<file path="config.mk">
export PLATFORM = sky130hd
export DESIGN_NAME = rf_writeback_flat
export DESIGN_NICKNAME = d
export VERILOG_FILES = /design/src/rtl/rf_pkg.sv /design/src/rtl/rf_writeback_if.sv /design/src/rtl/wb_fifo.sv /design/src/rtl/rf_writeback.sv /design/src/flat_wrapper.sv
export SDC_FILE = /design/constraint.sdc
export NUM_CORES = 1
export LEC_CHECK = 0
export BUFFER_PORTS_ARGS = -buffer_cell sky130_fd_sc_hd__buf_2
export CELL_PAD_IN_SITES_DETAIL_PLACEMENT = 2
export CELL_PAD_IN_SITES_GLOBAL_PLACEMENT = 2
export CORE_MARGIN = 1.5
export CORE_UTILIZATION = 36
export CTS_BUF_LIST = sky130_fd_sc_hd__clkbuf_4
export DETAILED_ROUTE_END_ITERATION = 10
export PLACE_DENSITY = 0.8
export SETUP_SLACK_MARGIN = 0.2
export SLEW_MARGIN = 30
export SYNTH_ARGS = -nofsm -noshare
export SYNTH_HDL_FRONTEND = slang
export SYNTH_SLANG_ARGS = --single-unit
</file>
<file path="constraint.sdc">
create_clock -name clk -period 2.6 [get_ports clk]
set_clock_uncertainty 0.05 [all_clocks]
set_input_delay 0.52 -clock clk [delete_from_list [all_inputs] [get_ports clk]]
set_output_delay 0.52 -clock clk [all_outputs]
set_load 0.02 [all_outputs]
</file>
<file path="src/rtl/rf_pkg.sv">
`default_nettype none
// ============================================================================
//  Module      : rf_pkg
//  Description : Shared types and helpers for the reg_file write-back path.
//                Defines the buffered write request and a one-hot decode
//                used to build the pending-destination mask.
//  Revision    : 1.0  initial release
// ============================================================================
package rf_pkg;

  localparam int REG_ADDR_W = 5;
  localparam int XLEN       = 32;

  // One buffered register-file write.
  typedef struct packed {
    logic [REG_ADDR_W-1:0] rd;
    logic [XLEN-1:0]       data;
  } wb_req_t;

  // Decode a register index to a 32-bit one-hot mask.
  function automatic logic [31:0] onehot_rd(input logic [REG_ADDR_W-1:0] rd);
    logic [31:0] m;
    m     = 32'd0;
    m[rd] = 1'b1;
    return m;
  endfunction

endpackage
`default_nettype wire

</file>
<file path="src/rtl/rf_writeback_if.sv">
`default_nettype none
// ============================================================================
//  Module      : rf_writeback_if
//  Description : Bundle of the write-back front end's result inputs, the
//                reg_file write port and the hazard-tracking outputs.
//  Ports       : master - result producers / consumers (issue side, bench)
//                slave  - rf_writeback
//  Revision    : 1.0  initial release
// ============================================================================
interface rf_writeback_if #(
  parameter int DEPTH = 4,
  parameter int XLEN  = 32
);
  localparam int CNT_W = $clog2(DEPTH) + 1;

  // ALU result source (valid/ready)
  logic              alu_valid;
  logic              alu_ready;
  logic [4:0]        alu_rd;
  logic [XLEN-1:0]   alu_data;
  // Load return source (no backpressure)
  logic              ld_valid;
  logic [4:0]        ld_rd;
  logic [XLEN-1:0]   ld_data;
  // reg_file write port
  logic              reg_we;
  logic [4:0]        rd;
  logic [XLEN-1:0]   data_in;
  // Hazard tracking
  logic [31:0]       pend_mask;
  logic [CNT_W-1:0]  buf_count;

  modport master (
    output alu_valid, alu_rd, alu_data, ld_valid, ld_rd, ld_data,
    input  alu_ready, reg_we, rd, data_in, pend_mask, buf_count
  );

  modport slave (
    input  alu_valid, alu_rd, alu_data, ld_valid, ld_rd, ld_data,
    output alu_ready, reg_we, rd, data_in, pend_mask, buf_count
  );

endinterface
`default_nettype wire

</file>
<file path="src/rtl/wb_fifo.sv">
`default_nettype none
// ============================================================================
//  Module      : wb_fifo
//  Description : In-order buffer of wb_req_t entries for ALU results that
//                lost write-port arbitration. Exposes per-entry valid and rd
//                so the parent can build the pending-destination mask.
//  Ports       : clk, rst (sync, active-low)
//                push_i/data_i  - enqueue at tail (ignored when full)
//                pop_i/head_o   - dequeue head (ignored when empty)
//                full_o, empty_o, count_o - occupancy
//                valid_o, rd_o  - per-slot valid bit and destination
//  Revision    : 1.0  initial release
// ============================================================================
module wb_fifo
  import rf_pkg::*;
#(
  parameter int DEPTH = 4
) (
  input  wire logic                                clk,
  input  wire logic                                rst,
  input  wire logic                                push_i,
  input  wire wb_req_t                             data_i,
  input  wire logic                                pop_i,
  output wb_req_t                                  head_o,
  output logic                                     full_o,
  output logic                                     empty_o,
  output logic [$clog2(DEPTH):0]                   count_o,
  output logic [DEPTH-1:0]                         valid_o,
  output logic [DEPTH-1:0][REG_ADDR_W-1:0]         rd_o
);

  localparam int PTR_W = $clog2(DEPTH);
  localparam int CNT_W = PTR_W + 1;

  wb_req_t            mem_q [DEPTH];
  logic [DEPTH-1:0]   valid_q;
  logic [PTR_W-1:0]   head_q;
  logic [PTR_W-1:0]   tail_q;
  logic [CNT_W-1:0]   count_q;

  logic w_do_push;
  logic w_do_pop;

  assign full_o    = (count_q == CNT_W'(DEPTH));
  assign empty_o   = (count_q == '0);
  assign w_do_push = push_i & ~full_o;
  assign w_do_pop  = pop_i & ~empty_o;

  // Pointers are PTR_W wide and DEPTH is a power of two, so they wrap
  // naturally. count can only move within [0, DEPTH] because of the guards.
  always_ff @(posedge clk) begin
    if (!rst) begin
      valid_q <= '0;
      head_q  <= '0;
      tail_q  <= '0;
      count_q <= '0;
    end else begin
      if (w_do_push) begin
        valid_q[tail_q] <= 1'b1;
        tail_q          <= tail_q + 1'b1;
      end
      if (w_do_pop) begin
        valid_q[head_q] <= 1'b0;
        head_q          <= head_q + 1'b1;
      end
      count_q <= count_q + CNT_W'(w_do_push) - CNT_W'(w_do_pop);
    end
  end

  // Payload storage needs no reset: valid_q gates every use of it.
  always_ff @(posedge clk) begin
    if (w_do_push) begin
      mem_q[tail_q] <= data_i;
    end
  end

  always_comb begin
    for (int i = 0; i < DEPTH; i++) begin
      rd_o[i] = mem_q[i].rd;
    end
  end

  assign head_o  = mem_q[head_q];
  assign valid_o = valid_q;
  assign count_o = count_q;

endmodule
`default_nettype wire

</file>
<file path="src/rtl/rf_writeback.sv">
`default_nettype none
// ============================================================================
//  Module      : rf_writeback
//  Description : Write-side front end for reg_file. Arbitrates loads (always
//                win) against buffered and fresh ALU results, and registers
//                the winner onto the reg_file write port (latency 1).
//  Ports       : clk  - clock
//                rst  - synchronous active-low reset
//                bus  - rf_writeback_if.slave (ALU/load inputs, write port,
//                       pend_mask, buf_count)
//  Revision    : 1.0  initial release
// ============================================================================
module rf_writeback
  import rf_pkg::*;
#(
  parameter int DEPTH = 4,
  parameter int XLEN  = rf_pkg::XLEN
) (
  input  wire logic      clk,
  input  wire logic      rst,
  rf_writeback_if.slave  bus
);

  localparam int CNT_W = $clog2(DEPTH) + 1;

  wb_req_t                          w_head;
  wb_req_t                          w_alu_req;
  logic                             w_full;
  logic                             w_empty;
  logic [CNT_W-1:0]                 w_count;
  logic [DEPTH-1:0]                 w_valid;
  logic [DEPTH-1:0][REG_ADDR_W-1:0] w_rds;
  logic                             w_alu_acc;
  logic                             w_push;
  logic                             w_pop;
  logic [31:0]                      w_pend;

  logic                  reg_we_q, reg_we_d;
  logic [REG_ADDR_W-1:0] rd_q,     rd_d;
  logic [XLEN-1:0]       data_q,   data_d;

  // Readiness comes from occupancy alone, so a full buffer refuses even in
  // a cycle where it is also popping.
  assign w_alu_acc = bus.alu_valid & ~w_full;
  assign w_alu_req = '{rd: bus.alu_rd, data: bus.alu_data};

  always_comb begin
    reg_we_d = 1'b0;
    rd_d     = rd_q;
    data_d   = data_q;
    w_push   = 1'b0;
    w_pop    = 1'b0;
    if (bus.ld_valid) begin
      // Load cannot stall; a load to x0 still occupies the slot.
      reg_we_d = |bus.ld_rd;
      rd_d     = bus.ld_rd;
      data_d   = bus.ld_data;
      w_push   = w_alu_acc & (|bus.alu_rd);
    end else if (!w_empty) begin
      // x0 writes are never buffered, so the head is always a real write.
      w_pop    = 1'b1;
      reg_we_d = 1'b1;
      rd_d     = w_head.rd;
      data_d   = w_head.data;
      w_push   = w_alu_acc & (|bus.alu_rd);
    end else if (w_alu_acc) begin
      reg_we_d = |bus.alu_rd;
      rd_d     = bus.alu_rd;
      data_d   = bus.alu_data;
    end
  end

  always_ff @(posedge clk) begin
    if (!rst) begin
      reg_we_q <= 1'b0;
      rd_q     <= '0;
      data_q   <= '0;
    end else begin
      reg_we_q <= reg_we_d;
      rd_q     <= rd_d;
      data_q   <= data_d;
    end
  end

  wb_fifo #(
    .DEPTH (DEPTH)
  ) u_fifo (
    .clk     (clk),
    .rst     (rst),
    .push_i  (w_push),
    .data_i  (w_alu_req),
    .pop_i   (w_pop),
    .head_o  (w_head),
    .full_o  (w_full),
    .empty_o (w_empty),
    .count_o (w_count),
    .valid_o (w_valid),
    .rd_o    (w_rds)
  );

  always_comb begin
    w_pend = 32'd0;
    for (int i = 0; i < DEPTH; i++) begin
      if (w_valid[i]) begin
        w_pend = w_pend | onehot_rd(w_rds[i]);
      end
    end
  end

  assign bus.alu_ready = ~w_full;
  assign bus.reg_we    = reg_we_q;
  assign bus.rd        = rd_q;
  assign bus.data_in   = data_q;
  assign bus.pend_mask = w_pend;
  assign bus.buf_count = w_count;

endmodule
`default_nettype wire

</file>
<file path="src/flat_wrapper.sv">
// flat-port wrapper written by rule: the top's interface ports become plain ports
module rf_writeback_flat import rf_pkg::*;
#(
  parameter int DEPTH = 4,
  parameter int XLEN  = rf_pkg::XLEN
)
  (clk, rst, bus_alu_valid, bus_alu_rd, bus_alu_data, bus_ld_valid, bus_ld_rd, bus_ld_data, bus_alu_ready, bus_reg_we, bus_rd, bus_data_in, bus_pend_mask, bus_buf_count);
  rf_writeback_if #(.DEPTH(DEPTH), .XLEN(XLEN)) bus_i ();
  input  wire logic clk;
  input  wire logic rst;
  input wire logic [$bits(bus_i.alu_valid)-1:0] bus_alu_valid;
  input wire logic [$bits(bus_i.alu_rd)-1:0] bus_alu_rd;
  input wire logic [$bits(bus_i.alu_data)-1:0] bus_alu_data;
  input wire logic [$bits(bus_i.ld_valid)-1:0] bus_ld_valid;
  input wire logic [$bits(bus_i.ld_rd)-1:0] bus_ld_rd;
  input wire logic [$bits(bus_i.ld_data)-1:0] bus_ld_data;
  output wire logic [$bits(bus_i.alu_ready)-1:0] bus_alu_ready;
  output wire logic [$bits(bus_i.reg_we)-1:0] bus_reg_we;
  output wire logic [$bits(bus_i.rd)-1:0] bus_rd;
  output wire logic [$bits(bus_i.data_in)-1:0] bus_data_in;
  output wire logic [$bits(bus_i.pend_mask)-1:0] bus_pend_mask;
  output wire logic [$bits(bus_i.buf_count)-1:0] bus_buf_count;
  assign bus_i.alu_valid = bus_alu_valid;
  assign bus_i.alu_rd = bus_alu_rd;
  assign bus_i.alu_data = bus_alu_data;
  assign bus_i.ld_valid = bus_ld_valid;
  assign bus_i.ld_rd = bus_ld_rd;
  assign bus_i.ld_data = bus_ld_data;
  assign bus_alu_ready = bus_i.alu_ready;
  assign bus_reg_we = bus_i.reg_we;
  assign bus_rd = bus_i.rd;
  assign bus_data_in = bus_i.data_in;
  assign bus_pend_mask = bus_i.pend_mask;
  assign bus_buf_count = bus_i.buf_count;
  rf_writeback #(.DEPTH(DEPTH), .XLEN(XLEN)) u_core (.clk(clk), .rst(rst), .bus(bus_i));
endmodule
</file>
==> impl_metrics.csv, run 1 <==
group,metric,value,unit
hold_path,hp-class,"primary input to flop",
cells_and_area,syn2layout_area_growth,29.3,%
floorplan,dieArea,25300,um2
grt,met1_usage,0.282,
cells_and_area,fillerInstances,2353,
yosys,ys_types,46,
cts,clockBufferDepth,2,
worst_setup_path,timing.rr.end,"u_core.u_fifo.count_o[2]$_SDFF_PN0_",
cells_and_area,final_core_util,0.478,
cells_and_area,final_design_area_no_fill,11300,um2
grt,track_usage,0.244,
power,p_sw_frac,0.369,
yosys,synth_most_common_cell,"edfxtp_1",
grt,grt-ovfl-total,0,
timing,rsz0062_at_grt,"yes",
status,run_status,"finished, violations left",
grt,grt_busiest_layer,"met2",
timing,hold_violations,0,
routing,wirelength,32.6,mm
yosys,yosysTopAreaCellShare,0.507,
cts,clk_pin_slew,0.18,ns
cts,h-tree-depth,4,
grt,grt_max_degree,44,
worst_setup_path,crit_fanout,7,
power,comb_power_share,0.344,
power,intPower,0.00561,W
timing,fin_crit_sh,1.06,
timing,timing.fmax,364,MHz
worst_setup_path,worst-r2r-cell-count,11,
floorplan,die_h,159,um
cts,numCtsBuffers,17,
yosys,synth_common_cells,"148 x edfxtp_1, 54 x nand2_1, 51 x dfxtp_1",
placement,gp_congestion,0.931,
yosys,synth_fp_nets,720,
floorplan,pin_count,152,
cts,root_buffer,"clkbuf_4",
yosys,synth_area_leaders,"edfxtp_1 51%, dfxtp_1 12%, mux4_2 9.5%, a221oi_1 3.7%, o221ai_1 2.9%",
timing,max_slew_margin,0.489,
hold_path,holdPathStages,1,
floorplan,core_area,23700,um2
hold_path,hold_start,"bus_alu_data[4]",
yosys,synth-edff-count,148,
yosys,synth-seq-cells,199,
hold_path,hold_end,"u_core.u_fifo.mem_q[3][4]$_DFFE_PP_",
cts,clock_latency,0.61,ns
worst_setup_path,ff2ff_setup_slack,0.23,ns
power,power.density,785,nW/um2
placement,placed_cell_area,9980,um2
placement,hpwl,20.5,mm
power,power.leakage,3.99,nW
routing,drc,0,
routing,wl_per_cell,27.9,um
yosys,postSynthAreaPerCell,13.9,um2
power,switchingPower,0.00328,W
yosys,synth_warnings,0,
yosys,synth_top_area_cell,"edfxtp_1",
worst_setup_path,crit_type,"flop to output pin",
yosys,ys.flop_type,"edfxtp_1",
grt,gr-usage-met3,0.0409,
power,clkPwrFrac,0.179,
yosys,synthesis.area,8760,um2
job,maxCapViolCount,0,
routing,vias,6878,
placement,portBuffers,151,
timing,drv_slew,0,
power,p_seq_frac,0.477,
floorplan,initial_core_util,0.370,
cells_and_area,drive_above_1_share,0.486,
routing,ant_nets,0,
grt,antenna_found_initial,3,
routing,drtPass1Iterations,5,
power,ir_worst_vdd,0.506,mV
worst_setup_path,start_kind,"flop",
routing,drt-initial-drc-count,518,
worst_setup_path,cp.required,2.03,ns
status,violations,"setup timing",
yosys,netlist_instances,631,
grt,grt_first_pass_wirelength,46.7,mm
routing,vias_per_cell,5.88,
worst_setup_path,critical_path_arrival,2.18,ns
floorplan,die_w,159,um
yosys,synth-async-reset-ratio,0,
timing,fin_crit,2.75,ns
grt,met2_usage,0.442,
timing,worst_pin_slew,0.767,ns
power,total_power,0.00890,W
timing,fin_ws,-0.146,ns
cts,clock-sinks,199,
timing,finalSetupViolCount,31,
yosys,seq_area_frac_synth,0.624,
worst_setup_path,rr_startpoint,"u_core.u_fifo.count_o[2]$_SDFF_PN0_",
cells_and_area,fin_nets,925,
grt,grt_pass1_vias,7547,
floorplan,rows,56,
worst_setup_path,endpoint_kind,"output pin",
cts,cts_tree,"yes",
sequential cells by signal, indices dropped and copies added, names as in the netlist, named ones only:
register	flops
u_core.u_fifo.tail_q	2
u_core.u_fifo.valid_o	4
u_core.u_fifo.count_o	3
u_core.u_fifo.mem_q	148
u_core.bus.reg_we	1
u_core.u_fifo.head_q	2
u_core.bus.rd	5
u_core.bus.data_in	32
layer usage:
metal	wire length [um]	vias to the layer above
met5	31	-
met4	1070	4
met3	1250	69
met2	17800	242
met1	12400	3613
li1	-	2950
critical path: stages (launching register included):
cell and delay (ns):
edfxtp_1 0.57, buf_4 0.22, nor3b_4 0.31, a32oi_2 0.16, o221ai_1 0.10, buf_2 0.20
worst max path at each step:
stage                                                     from  slack [ns]                             endpoint
after global routing      u_core.u_fifo.mem_q[0][32]$_DFFE_PP_       -0.25                    bus_pend_mask[24]
final                     u_core.u_fifo.mem_q[2][36]$_DFFE_PP_       -0.15                    bus_pend_mask[14]
after detailed placement                         bus_alu_rd[2]       -0.31  u_core.u_fifo.count_o[2]$_SDFF_PN0_
after global placement                           bus_alu_rd[2]       -0.15  u_core.u_fifo.count_o[2]$_SDFF_PN0_
after CTS                 u_core.u_fifo.mem_q[3][35]$_DFFE_PP_       -0.04                    bus_pend_mask[15]
after floorplan                                  bus_alu_rd[2]       -0.07  u_core.u_fifo.count_o[2]$_SDFF_PN0_
repair_timing:
item,CTS,global route
hold buffers,0,0
pin swaps,14,28
setup endpoints to repair,33,33
setup buffers,41,17
gates resized for setup,83,71
power by group through the flow:
| stage | Clock (W) | Combinational, W | Sequential, W |
|---|---|---|---|
| final | 0.00159 | 0.00306 | 0.00424 |
| after global placement | 0 | 0.00250 | 0.00425 |
| after detailed placement | 0 | 0.00268 | 0.00432 |
| after global routing | 0.00173 | 0.00325 | 0.00430 |
| after floorplan | 0 | 0.00156 | 0.00436 |
| after CTS | 0.00161 | 0.00290 | 0.00423 |
logic make-up (layout without fill, tap and decap cells):
family                   after synthesis  in the layout  synth area share
other                                  0              1                 0
AO/OA/AOI/OAI                        191            191             0.151
AND/OR/NAND/NOR                      135            135            0.0782
flip-flops                           199            199             0.624
multiplexers                          40             40            0.0985
adder cells (fa/ha/maj)               11             11            0.0166
XOR/XNOR                               3              3           0.00300
buffers and inverters                 52            270            0.0288
cell type report:
type	count	area [um2]	share of cell area
clock inverter	15	134	0.0118
multi-input combinational	380	3600	0.318
sequential	199	5480	0.484
inverter	8	30.0	0.00265
clock buffer	17	128	0.0113
tap	319	399	0.0352
timing repair buffer	230	1550	0.137
antenna	1	2.50	0.000221
cells in the final DEF, fill, tap and decap left out, types with 4 or more instances in the layout:
master      n
o21ai_1    28
nor3_4      5
a22oi_2    15
and2_2      5
clkbuf_4   17
a221oi_1   37
nor2_1      4
nand3_1     5
inv_1       6
and2_1      5
a22oi_1     6
nand2_1    51
buf_6      11
buf_12      8
nor2_2      7
mux4_2     37
nor2b_4     8
ha_1        8
nand2b_2    4
o21ai_0    11
o221ai_1   14
o21a_1      4
buf_4      85
nor2b_1     4
edfxtp_1  148
a21oi_1    42
inv_6       6
a32oi_2     6
dfxtp_2     5
nor2_4      6
o221ai_2   15
inv_8       4
nand2b_4    5
dfxtp_1    43
buf_2     126
per-stage QoR:
stage	hold slack (ns)	std cells	TNS, ns	setup slack, ns
floorplan	0.418	631	-0.0661	-0.0661
global placement	0.428	1078	-0.212	-0.147
detailed placement	0.464	1078	-0.446	-0.307
CTS	0.0491	1151	-0.387	-0.0431
global route	0.0640	1169	-5.04	-0.247
finish	0.0915	1169	-2.22	-0.146
Power figures use the tool's default switching activity.
==> run 2: changes to the inputs <==
--- a/config.mk
+++ b/config.mk
@@ -6,9 +6,10 @@
 export NUM_CORES = 1
 export LEC_CHECK = 0
 export BUFFER_PORTS_ARGS = -buffer_cell sky130_fd_sc_hd__buf_2
+export CAP_MARGIN = 20
 export CELL_PAD_IN_SITES_DETAIL_PLACEMENT = 2
 export CELL_PAD_IN_SITES_GLOBAL_PLACEMENT = 2
-export CORE_MARGIN = 1.5
+export CORE_MARGIN = 3
 export CORE_UTILIZATION = 36
 export CTS_BUF_LIST = sky130_fd_sc_hd__clkbuf_4
 export DETAILED_ROUTE_END_ITERATION = 10
==> run 2 against run 1 <==
The flow still finishes with violations (setup timing); register-to-register slack gained 0.02 ns; first-iteration DRC count fell by 11%; combinational power hardly changed; sequential cell count unchanged; final cell count grew 0.86%; wire length rose by 3.4%; via count up 2.0%; total power is 1.7% higher; hold slack got worse by 0.0042 ns; sequential share of layout area is 0.16 points higher; clock-buffer cell count unchanged.
==> impl_metrics.csv, run 2 (same netlist as run 1, synthesis figures left out) <==
group,metric,value,unit
cts,clk_pin_slew,0.18,ns
hold_path,hold_end,"u_core.u_fifo.mem_q[1][12]$_DFFE_PP_",
floorplan,pin_count,152,
power,power.leakage,3.99,nW
floorplan,die_h,162,um
placement,place_ws,-0.256,ns
timing,fin_crit,2.81,ns
cells_and_area,regMostFlops,"u_core.u_fifo.mem_q",
timing,fin_crit_sh,1.08,
floorplan,dieArea,26300,um2
status,run_status,"finished, violations left",
cts,clock_latency,0.62,ns
placement,dpl.cell_count,1088,
placement,gp_congestion,0.917,
worst_setup_path,worst-r2r-cell-count,9,
status,violations,"setup timing",
power,ir_worst_vdd,0.339,mV
cts,clockBufferDepth,2,
floorplan,initial_core_util,0.370,
worst_setup_path,crit_fanout,4,
worst_setup_path,rr_startpoint,"u_core.u_fifo.count_o[2]$_SDFF_PN0_",
cells_and_area,largest_register_ffs,148,
routing,drtPass1Iterations,5,
routing,wirelength,33.7,mm
cells_and_area,syn2layout_area_growth,28.7,%
grt,grt-ovfl-total,0,
worst_setup_path,ff2ff_setup_slack,0.25,ns
routing,vias_per_cell,5.95,
cts,numCtsBuffers,17,
cells_and_area,instances_no_fill,1179,
job,maxCapViolCount,0,
timing,worst_pin_slew,0.747,ns
hold_path,hp-class,"primary input to flop",
hold_path,hold_start,"bus_alu_data[12]",
worst_setup_path,crit_type,"flop to output pin",
cts,holdBufCountCts,0,
routing,drt-initial-drc-count,462,
timing,fin_ws,-0.214,ns
placement,portBuffers,151,
worst_setup_path,timing.rr.end,"u_core.u_fifo.count_o[2]$_SDFF_PN0_",
cells_and_area,fin_nets,936,
grt,grt_max_degree,44,
cells_and_area,drive_above_1_share,0.477,
power,power.density,803,nW/um2
timing,rsz0062_at_grt,"yes",
cells_and_area,diodes,0,
cts,root_buffer,"clkbuf_4",
cts,h-tree-depth,4,
floorplan,core_area,23700,um2
cts,clock-sinks,199,
timing,finalSetupViolCount,31,
floorplan,die_w,162,um
hold_path,holdPathStages,1,
grt,antenna_found_initial,2,
grt,grt_pass1_vias,7726,
routing,drc,0,
worst_setup_path,start_kind,"flop",
timing,drv_slew,0,
grt,grt_first_pass_wirelength,48.9,mm
floorplan,rows,56,
routing,ant_nets,0,
worst_setup_path,cp.required,2.03,ns
timing,max_slew_margin,0.502,
grt,track_usage,0.246,
timing,timing.fmax,355,MHz
cells_and_area,layout_commonest_cell,"edfxtp_1",
routing,wl_per_cell,28.6,um
cts,cts_tree,"yes",
placement,hpwl,22.2,mm
cells_and_area,final_cell_mix,"148 x edfxtp_1, 133 x buf_2, 95 x buf_4, 51 x nand2_1, 44 x dfxtp_1",
routing,vias,7018,
timing,hold_violations,0,
worst_setup_path,endpoint_kind,"output pin",
worst_setup_path,critical_path_arrival,2.24,ns
run 2: metrics by stage:
| stage | setup TNS [ns] | hold slack [ns] | instance area (um2) | total power, W | util |
|---|---|---|---|---|---|
| 2_1_floorplan | -0.0661 | 0.418 | 8790 | 0.00592 | - |
| 3_3_place_gp | -0.240 | 0.431 | 10000 | 0.00674 | 0.423 |
| 3_5_place_dp | -0.372 | 0.459 | 10000 | 0.00699 | 0.423 |
| 4_1_cts | -0.371 | 0.0507 | 10900 | 0.00895 | 0.462 |
| 5_1_grt | -5.61 | 0.0144 | 11300 | 0.00949 | 0.476 |
| 6_report | -2.53 | 0.0874 | 11300 | 0.00905 | 0.476 |
run 2: worst max path at each step:
stage | cells past startpoint | slack, ns | startpoint | endpoint
finish | 6 | -0.21 | u_core.u_fifo.mem_q[0][32]$_DFFE_PP_ | bus_pend_mask[1]
detailed placement | 12 | -0.26 | bus_alu_rd[2] | u_core.u_fifo.count_o[2]$_SDFF_PN0_
CTS | 5 | -0.04 | u_core.u_fifo.mem_q[2][35]$_DFFE_PP_ | bus_pend_mask[10]
global route | 5 | -0.25 | u_core.u_fifo.valid_o[1]$_SDFF_PN0_ | bus_pend_mask[9]
global placement | 12 | -0.17 | bus_alu_rd[2] | u_core.u_fifo.count_o[2]$_SDFF_PN0_
floorplan | 12 | -0.07 | bus_alu_rd[2] | u_core.u_fifo.count_o[2]$_SDFF_PN0_
run 2: what timing repair did:
item	CTS	global route
endpoints found under the setup margin	33	33
buffers inserted	40	19
resized for setup	78	45
hold endpoints to repair	0	0
pin swaps	13	10
gates cloned	0	0
run 2: report_power, final:
group	total (W)	switching, W	leakage, nW	internal [W]
clock	0.00182	0.00113	0.155	0.000689
sequential	0.00420	0.000302	1.77	0.00389
combinational	0.00304	0.00179	2.07	0.00125
total	0.00905	0.00322	3.99	0.00583
run 2: layer usage:
metal,vias up,global-route usage,part of all wire,wire length (um)
met5,-,0,0.00080,27
met4,4,0.0841,0.039,1300
met3,99,0.0421,0.046,1540
met2,305,0.457,0.55,18400
met1,3636,0.285,0.37,12400
li1,2974,-,-,-
run 2: worst max-delay path, stage by stage (launching register included):
cell and delay (ns):
edfxtp_1 0.51, buf_4 0.16, buf_4 0.11, nand3b_1 0.23, buf_4 0.24, o221ai_2 0.20
buf_4 0.19
run 2: area by class of cell:
cell class	instances	area, um2
clock buffers	17	128
clock inverters	15	194
fillers	2343	12400
inverters	8	30.0
multi-input cells	380	3490
flip-flops and latches	199	5480
well taps	319	399
repair buffers	241	1560
==> run 3: changes to the inputs <==
--- a/config.mk
+++ b/config.mk
@@ -13,6 +13,7 @@
 export CORE_UTILIZATION = 36
 export CTS_BUF_LIST = sky130_fd_sc_hd__clkbuf_4
 export DETAILED_ROUTE_END_ITERATION = 10
+export GPL_TIMING_DRIVEN = 0
 export PLACE_DENSITY = 0.8
 export SETUP_SLACK_MARGIN = 0.2
 export SLEW_MARGIN = 30
==> run 3 against run 2 <==
The run still ends with setup timing left; sequential share of layout area shrank 1.0 points; core utilization grew 1.0 points; wire length shrank 5.5%; non-clock buffer count grew 6; worst setup slack gained 0.0091 ns; critical path depth shrank 2; clock-buffer cell count grew 1; first-iteration DRC count grew 1.5%; critical path type unchanged; largest cell class unchanged; highest routed layer unchanged.
==> impl_metrics.csv, run 3 (same netlist as run 1, synthesis figures left out) <==
group,metric,value,unit
status,run_status,"finished, violations left",
status,violations,"setup timing",
cells_and_area,fin_nets,942,
cells_and_area,layout_commonest_cell,"edfxtp_1",
worst_setup_path,crit_type,"flop to output pin",
worst_setup_path,crit_fanout,7,
routing,wl_per_cell,26.8,um
timing,fin_crit,2.80,ns
cts,numCtsBuffers,17,
timing,hold_ws,0.0922,ns
placement,hpwl,21.1,mm
placement,portBuffers,151,
hold_path,hp-class,"primary input to flop",
cts,clk_pin_slew,0.16,ns
cells_and_area,regMostFlops,"u_core.u_fifo.mem_q",
floorplan,dieArea,26300,um2
placement,gp_congestion,0.862,
power,power.density,777,nW/um2
grt,track_usage,0.232,
grt,grt-ovfl-total,0,
routing,wirelength,31.8,mm
floorplan,initial_core_util,0.370,
floorplan,die_h,162,um
cells_and_area,drive_above_1_share,0.487,
timing,hold_violations,0,
worst_setup_path,critical_path_arrival,2.23,ns
timing,finalSetupViolCount,25,
routing,vias_per_cell,5.81,
routing,drt-initial-drc-count,469,
cells_and_area,largest_register_ffs,148,
cts,cts_tree,"yes",
cts,h-tree-depth,4,
timing,setup_tns,-1.60,ns
routing,vias,6895,
grt,antenna_found_initial,7,
job,maxCapViolCount,0,
timing,fin_crit_sh,1.08,
cells_and_area,fillerInstances,2335,
grt,grt_first_pass_wirelength,46.3,mm
floorplan,pin_count,152,
worst_setup_path,cp.required,2.03,ns
worst_setup_path,start_kind,"flop",
timing,timing.fmax,357,MHz
cts,clock-sinks,199,
routing,drtPass1Iterations,4,
routing,ant_nets,0,
cts,root_buffer,"clkbuf_4",
power,ir_worst_vdd,0.465,mV
routing,drc,0,
grt,grt_pass1_vias,7625,
timing,max_slew_margin,0.499,
floorplan,core_area,23700,um2
cells_and_area,final_cell_mix,"148 x edfxtp_1, 127 x buf_2, 73 x buf_4, 49 x nand2_1, 45 x dfxtp_1",
cells_and_area,multi_input_area,3690,um2
worst_setup_path,endpoint_kind,"output pin",
cts,clockBufferDepth,2,
timing,rsz0062_at_grt,"yes",
power,power.leakage,4.08,nW
cells_and_area,syn2layout_area_growth,31.5,%
timing,worst_pin_slew,0.752,ns
cells_and_area,final-seq-area,5480,um2
cts,holdBufCountCts,0,
cells_and_area,final_core_util,0.486,
floorplan,die_w,162,um
timing,drv_slew,0,
grt,grt_max_degree,38,
cts,clock_latency,0.59,ns
timing,fin_ws,-0.205,ns
floorplan,rows,56,
==> run 3: cell count changes in the layout (fill, tap and decap cells not counted), moves of 5 or more <==
| cell | previous run | this run |
|---|---|---|
| a22oi_1 | 13 | 1 |
| a22oi_2 | 8 | 20 |
| and2_2 | 5 | 0 |
| and2_4 | 0 | 5 |
| buf_2 | 133 | 127 |
| buf_4 | 95 | 73 |
| buf_6 | 9 | 22 |
| clkbuf_1 | 0 | 14 |
| nand2b_2 | 7 | 2 |
| nand2b_4 | 2 | 8 |
| o221ai_1 | 14 | 7 |
| o221ai_2 | 15 | 22 |
==> run 3: worst max-delay path, stage by stage (launching register included) <==
cell,delay [ns]
edfxtp_1,0.59
nor2_1,0.29
nand3_1,0.23
o221ai_1,0.31
buf_4,0.21
==> run 3: final cells by class <==
class,instances,share of cell area
diodes,2,0.000434
plain buffers,44,0.0301
clock buffers,18,0.0117
clock inverters,13,0.0137
inverters,8,0.00282
multi-input cells,380,0.321
flip-flops and latches,199,0.475
well taps,319,0.0346
repair buffers,203,0.111
==> run 3: metrics by stage <==
step / cell area [um2] / setup WS (ns) / total power [W] / instances
3_5_place_dp: 9950 / -0.490 / 0.00695 / 1101
3_3_place_gp: 9950 / -0.402 / 0.00676 / 1101
4_1_cts: 11000 / -0.0181 / 0.00889 / 1163
2_1_floorplan: 8790 / -0.0661 / 0.00592 / 631
6_report: 11500 / -0.205 / 0.00895 / 1186
5_1_grt: 11500 / -0.226 / 0.00942 / 1185
==> run 3: report_power, final <==
group / total (W) / internal (W) / leakage (nW) / switching [W]
Combinational: 0.00309 / 0.00128 / 2.15 / 0.00181
Clock: 0.00170 / 0.000669 / 0.153 / 0.00103
Sequential: 0.00416 / 0.00390 / 1.77 / 0.000266
Total: 0.00895 / 0.00585 / 4.08 / 0.00310
==> run 3: what timing repair did <==
item,4_1_cts,5_1_grt
setup buffers,31,21
pin swaps,23,29
setup endpoints to repair,34,34
resized for setup,142,75
==> run 3: path summary, 6_finish.rpt <==
path                                                            from                                   end  slack, ns  cells after the start
worst min-delay path                                 bus_alu_data[2]   u_core.u_fifo.mem_q[3][2]$_DFFE_PP_       0.09                      1
worst max-delay path            u_core.u_fifo.mem_q[3][32]$_DFFE_PP_                     bus_pend_mask[14]      -0.20                      4
worst min register to register  u_core.u_fifo.tail_q[0]$_SDFFE_PN0P_  u_core.u_fifo.tail_q[0]$_SDFFE_PN0P_       0.48                      2
worst max register to register   u_core.u_fifo.count_o[0]$_SDFF_PN0_   u_core.u_fifo.count_o[2]$_SDFF_PN0_       0.05                     11
==> run 3: per-layer routing <==
metal / global-route usage / wire [um] / vias to the layer above
met1: 0.273 / 12300 / 3562
met4: 0.0752 / 832 / 12
met3: 0.0553 / 1750 / 75
met2: 0.419 / 16900 / 252
li1: - / - / 2994
met5: 0 / 69 / -
